`config.mk`:
```
export PLATFORM = sky130hd
export DESIGN_NAME = leb128_encoder
export DESIGN_NICKNAME = d
export VERILOG_FILES = /design/src/rtl/leb128_encoder.sv
export SDC_FILE = /design/constraint.sdc
export NUM_CORES = 1
export LEC_CHECK = 0
export CAP_MARGIN = 20
export CELL_PAD_IN_SITES_DETAIL_PLACEMENT = 1
export CELL_PAD_IN_SITES_GLOBAL_PLACEMENT = 2
export CORE_MARGIN = 2
export CORE_UTILIZATION = 32
export CTS_BUF_LIST = sky130_fd_sc_hd__clkbuf_16
export DETAILED_ROUTE_END_ITERATION = 6
export GPL_ROUTABILITY_DRIVEN = 0
export GPL_TIMING_DRIVEN = 1
export PLACE_DENSITY_LB_ADDON = 0.15
export SLEW_MARGIN = 25
export SYNTH_ARGS = -nofsm -noshare
export SYNTH_HDL_FRONTEND = slang
export SYNTH_SLANG_ARGS = --single-unit
```
`constraint.sdc`:
```
create_clock -name clk -period 5.5 [get_ports clk]
set_input_delay 0.825 -clock clk [delete_from_list [all_inputs] [get_ports clk]]
set_output_delay 0.825 -clock clk [all_outputs]
set_load 0.05 [all_outputs]
```
`src/rtl/leb128_encoder.sv`:
```
// LEB128 encoder: converts one 64-bit value per input handshake into its
// ULEB128 or SLEB128 byte stream on a byte-wide valid/ready output.
module leb128_encoder #(
    parameter int MAX_BYTES = 10
) (
    input  logic        clk,
    input  logic        reset,
    input  logic [63:0] in_data,
    input  logic        in_signed,
    input  logic        in_is32,
    input  logic        in_valid,
    output logic        in_ready,
    output logic [7:0]  out_data,
    output logic        out_valid,
    input  logic        out_ready,
    output logic        out_last,
    output logic [3:0]  out_count
);

    typedef enum logic {IDLE, EMIT} state_t;

    // Safety stop: the byte at this index always terminates the encoding.
    localparam logic [3:0] LAST_IDX = 4'(MAX_BYTES - 1);

    state_t      state_reg;
    logic [63:0] rem_reg;
    logic        sgn_reg;
    logic [3:0]  cnt_reg;
    logic        in_ready_reg;
    logic        out_valid_reg;

    logic [63:0] ext_value;
    logic [63:0] rem_next;
    logic        done_u;
    logic        done_s;
    logic        done;

    // Input widening: 32-bit operands are sign- or zero-extended to 64 bits.
    always_comb begin
        ext_value = in_data;
        if (in_is32) begin
            ext_value = in_signed ? {{32{in_data[31]}}, in_data[31:0]}
                                  : {32'h0, in_data[31:0]};
        end
    end

    // Termination test on the remaining value, plus the next 7-bit shift.
    // For signed values the byte is final only when the rest is pure sign
    // extension AND bit 6 already carries that sign.
    always_comb begin
        done_u   = (rem_reg[63:7] == 57'h0);
        done_s   = ((rem_reg[63:7] == 57'h0) && !rem_reg[6]) ||
                   ((&rem_reg[63:7]) && rem_reg[6]);
        done     = (sgn_reg ? done_s : done_u) || (cnt_reg == LAST_IDX);
        rem_next = sgn_reg ? {{7{rem_reg[63]}}, rem_reg[63:7]}
                           : {7'h0, rem_reg[63:7]};
    end

    // Two-state FSM: accept a value in IDLE, stream its bytes in EMIT.
    always_ff @(posedge clk) begin
        if (reset) begin
            state_reg     <= IDLE;
            rem_reg       <= 64'h0;
            sgn_reg       <= 1'b0;
            cnt_reg       <= 4'h0;
            in_ready_reg  <= 1'b1;
            out_valid_reg <= 1'b0;
        end else begin
            case (state_reg)
                IDLE: begin
                    if (in_valid) begin
                        rem_reg       <= ext_value;
                        sgn_reg       <= in_signed;
                        cnt_reg       <= 4'h0;
                        state_reg     <= EMIT;
                        in_ready_reg  <= 1'b0;
                        out_valid_reg <= 1'b1;
                    end
                end
                EMIT: begin
                    if (out_ready) begin
                        if (done) begin
                            state_reg     <= IDLE;
                            in_ready_reg  <= 1'b1;
                            out_valid_reg <= 1'b0;
                        end else begin
                            rem_reg <= rem_next;
                            cnt_reg <= cnt_reg + 4'h1;
                        end
                    end
                end
                default: begin
                    state_reg     <= IDLE;
                    in_ready_reg  <= 1'b1;
                    out_valid_reg <= 1'b0;
                end
            endcase
        end
    end

    // Output byte and flags come only from registered state, so they hold
    // steady under backpressure; idle outputs read as zero.
    always_comb begin
        in_ready  = in_ready_reg;
        out_valid = out_valid_reg;
        out_data  = out_valid_reg ? {~done, rem_reg[6:0]} : 8'h00;
        out_last  = out_valid_reg & done;
        out_count = cnt_reg;
    end

endmodule

```
* Yosys cells after proc, flatten, opt, wreduce, memory -nomap -nowiden
Cells that the tools add are included.
Word-level totals: bits in registers 72, bits of input ports 70, output and inout bits 15, logic and storage cells 53
Operators by class: add/sub/neg operators 1, equality and inequality tests 6, muxes and demuxes 25, bitwise gates (word level) 3, reductions and logical operators 11
Operators by type and width (number):
- two-way mux 64 bit | 6
- one-hot mux 64 bit (2 select lines) | 1
- logical NOT 57 bit | 1
- AND reduction 57 bit | 1
- two-way mux 4 bit | 3
- two-way mux 1 bit | 10
- two-way mux 8 bit | 1
- inequality test 2 bit, second input constant | 4
- one-hot mux 4 bit (2 select lines) | 1
- one-hot mux 1 bit (2 select lines) | 3
- AND reduction 3 bit | 2
- adder 4 x 1 -> 4 bit, second input constant | 1
- == test 4 bit, second input constant | 1
- AND reduction 4 bit | 1
- logical AND 1 bit | 2
- logical OR 1 bit | 2
- inequality test 2 x 1 -> 1 bit, second input constant | 1
- NOT 1 bit | 2
- AND reduction 2 bit | 1
- bitwise AND 1 bit | 1
- logical NOT 1 bit | 1

* Logic depth before layout (Yosys ltp)
depth after elaboration 8, depth in mapped cells 8, depth with buffers taken out 6

* Least setup slack after synthesis
OpenSTA, ideal clock, no wires.
kind register to output, from reg rem_reg[17], to out out_last, arrival 2092 ps, data required time 4675 ps, setup slack 2583 ps, stages on the path, launching flop included 5, buffers on the path 0, path through dfxtp_1 > nor4_1 > nand4_1 > or4_4 > a31oi_1
On the way: longest elaborated chain between the ends 6, elaborated cells between the ends (all ways) 8, classes of those cells 1 x mux; 1 x bitwise; 6 x reduce/logical
Ends and longest elaborated chain:
- start: declaration | RTL line 26 | logic [63:0] rem_reg;
- start signal: assignment | RTL line 72 | rem_reg <= ext_value;
- start signal: assignment | RTL line 87 | rem_reg <= rem_next;
- logical NOT 57 bit or AND reduction 57 bit (tied branches) | RTL line 51, 52, 53
- logical AND 1 bit (on tied branches) | RTL line 52, 53
- logical OR 1 bit | RTL line 52 | done_s = ((rem_reg[63:7] == 57'h0) && !rem_reg[6]) ||
- two-way mux 1 bit * | RTL line 54 | done = (sgn_reg ? done_s : done_u) || (cnt_reg == LAST_IDX);
- logical OR 1 bit * | RTL line 54
- bitwise AND 1 bit * | RTL line 107 | out_last = out_valid_reg & done;
- end: declaration | RTL line 16 | output logic out_last,
Mark *: on every way between the ends. The rest lies on a longest branch, timed or not.

* Worst setup path in the final report
from reg rem_reg[30], to out out_last
The elaborated chain is that of the path after synthesis.

==> results by group <==
Power
  • Clk network pwr share: 0.404
  • Combinational fraction of design power: 0.183
  • Switch Pwr: around 0.43 mW
  • PwrDens: 296 nW/um^2
  • VDD IR-drop max: ~0.17 mV
  • Switching Share: 0.283
  • Sequential share of power: 0.413
  • Internal power: around 1.1 mW
  • Cell leakage power: between 1.5 and 2 nW

Yosys
  • Mapped cell area: 3920 um^2
  • Post-Syn Instances: 465
  • Synthesized flop and latch total: 72
  • Seq/Total Area, Yosys: 0.367
  • Net Count, Synth: roughly 540
  • Async SR Flop Fraction: 0
  • Mean area per synthesized cell: approximately 8.4 um^2
  • Top FF cell, synth: dfxtp_1
  • Number of synthesized flops with an enable pin: 0
  • Ys Warns: 0
  • Count of cell types in the netlist: 33

Cells and area
  • Largest register FFs: between 60 and 70
  • Multi-input logic area: 2290 um^2
  • Fill cells: ~1400
  • Ant diodes: 0
  • P&R area growth vs syn: 30.5%
  • Final net count: between 600 and 700
  • FF+latch area: roughly 1400 um^2
  • Share of cells above drive strength 1: 0.0955
  • Fin util: 0.426

Floorplan
  • Die height: 115 um
  • Num rows: 40
  • Starting Density: 0.327
  • Die ar.: approximately 13000 um^2
  • Die Wd: around 110 um
  • Core Region: about 12000 um^2
  • IO Count: 85

Global route
  • Largest net degree at the start of global routing: 54
  • Tot GR Track Use: 0.204
  • First-pass GRT wire length: 20800 um
  • Vias in the first global route: approximately 3800
  • Initial antenna violation count: 0
  • GRT Residual Overflow: 0

Run status
  • Outcome: finished clean

Timing
  • Final setup violation count: 0
  • Pins Over Slew Limit: 0
  • Relative slew margins: 0.354
  • Period utilization: 0.686
  • Setup_tns: 0 ns
  • Slew @ Worst Pin: 0.967 ns
  • Final worst slack: approximately 1.7 ns
  • Worst hold margin: 0.471 ns
  • Fin. Hold Viols: 0
  • Min Tclk post-route: about 3.8 ns
  • Peak Freq: 265 MHz
  • Unrepaired setup endpoints after global routing: false
  • Final Skew: between 0.007 and 0.008 ns

Clocking
  • Resize count post-CTS: 0
  • CTS tree: built
  • Clock root buffer: clkbuf_16
  • Clock sinks: just over 70
  • Cts hold-fix bufs: 0
  • Cts bufs inserted: 9
  • Number of H-tree levels: 3
  • Clk_lat worst skew: ~0.33 ns
  • Longest Clk Path Bufs: 2
  • Post-CTS setup buffers: 0
  • Worst-path clk slew: ~0.060 ns

Job
  • Max-cap violation count: 0

Drt
  • Via density: ~5.4
  • DR pass1 iterations: 4
  • Routed Antenna Nets: 0
  • DRC Markers: 0
  • Via count: between 3000 and 4000
  • WL/cell: ~19 um
  • Final wirelength: about 13000 um
  • Initial DRC count: 173

Place
  • Worst slack at placement: between 2 and 2.5 ns
  • Detailed placement HPWL: 9370 um
  • Number of port buffers: 84

Worst setup path
  • Critical path class: reg2out
  • Crit path buf inv count: 1
  • CP arrival: 2.95 ns
  • Top delay family on crit path: simple AND/OR/NAND/NOR gates
  • Critical Path, Cell by Cell: nor4_1 > nand4_1 > or4_4 > a31oi_1 > clkdlybuf4s50_1
  • CP Max Fanout: 5
  • Crit-path max cell delay: roughly 0.84 ns
  • CP Capture Type: output port
  • Worst Setup Start Kind: register
  • Reg2Reg Depth: 7
  • WP data required: 4.68 ns
  • Slowest CP cell: clkdlybuf4s50_1
  • Cell count along the critical path: 5

Hold path
  • Min-delay worst type: reg2reg
  • Hold path cells: 1
metal layers:
| layer | up-vias | global-route usage | share of wire |
|---|---|---|---|
| li1 | 1822 | - | - |
| met1 | 1805 | 0.279 | 0.49 |
| met2 | 72 | 0.342 | 0.48 |
| met3 | 7 | 0.0312 | 0.028 |
| met4 | 0 | 0.0426 | 0.0085 |
| met5 | - | 0 | 0 |
placed cells by master, fill, tap and decap left out, types with 8 or more instances in the layout:
cell type,n
nor4_1,19
nand2b_1,8
clkbuf_16,9
a21oi_1,34
a211oi_2,27
mux2i_1,57
and2_1,9
o21ai_0,33
clkdlybuf4s50_1,83
nor2_1,68
nand4_1,29
dfxtp_1,71
nand2_1,34
path summary, 6_finish.rpt:
kind	slack [ns]	startpoint	end
setup reg to reg	2.64	rem_reg[30]	out_count[0]
setup / recovery	1.73	rem_reg[30]	out_last
hold reg to reg	0.47	in_ready	in_ready
hold / removal	0.47	in_ready	in_ready
worst reg2reg max path, stage by stage, from the launching register on:
cell	delay, ns
dfxtp_1	0.36
nor4_1	0.42
nand4_1	0.16
or4_4	0.58
a41o_4	0.54
buf_4	0.37
mux2_2	0.29
nor2_1	0.07
power groups by stage:
stage	logic, mW	registers, mW	clock network [mW]
after floorplan	0.189	0.612	0
after detailed placement	0.278	0.635	0
after global placement	0.272	0.634	0
final	0.277	0.625	0.611
after CTS	0.280	0.624	0.623
after global routing	0.305	0.632	0.646
cell type report:
cell class,instances,share of cell area
multi-input combinational,353,0.448
sequential,72,0.282
timing repair buffer,89,0.171
clock buffer,9,0.0440
tap,147,0.0359
clock inverter,7,0.0156
inverter,4,0.00293
cells in the mapped netlist, types with 2 or more instances:
cell,instances,area (um^2)
and2_1,9,56.3
inv_1,4,15.0
a211oi_2,27,338
dfxtp_1,72,1440
o21ai_0,33,165
a31oi_1,2,12.5
nor3_1,4,20.0
buf_1,2,7.51
a21oi_1,34,170
a211oi_1,7,52.6
ha_1,2,25.0
nand4_1,29,181
clkbuf_1,26,97.6
or3_1,2,12.5
buf_2,2,10.0
mux2i_1,57,571
nor4_1,19,119
nand2b_1,8,50.1
nand3_1,5,25.0
nand2_1,34,128
nor2_1,68,255
a21boi_0,2,15.0
buf_6,6,67.6
or2_2,2,12.5
kinds of logic (layout without fill, tap and decap cells):
group	count (synthesis)	count (layout)	share of synthesized area
and+or+nand+nor	184	184	0.227
AOI/OAI and AO/OA	109	109	0.200
DFF	72	72	0.367
muxes	58	58	0.148
buffers and inverters	40	109	0.0504
adders and majority gates	2	2	0.00638
stage by stage:
step / area, um^2 / std cells / power (mW)
finish: 5120 / 681 / 1.51
global route: 5120 / 681 / 1.58
CTS: 5120 / 681 / 1.53
detailed placement: 4810 / 665 / 0.913
global placement: 4810 / 665 / 0.906
floorplan: 3920 / 465 / 0.800
No activity file was read; power rests on OpenSTA's default activity.
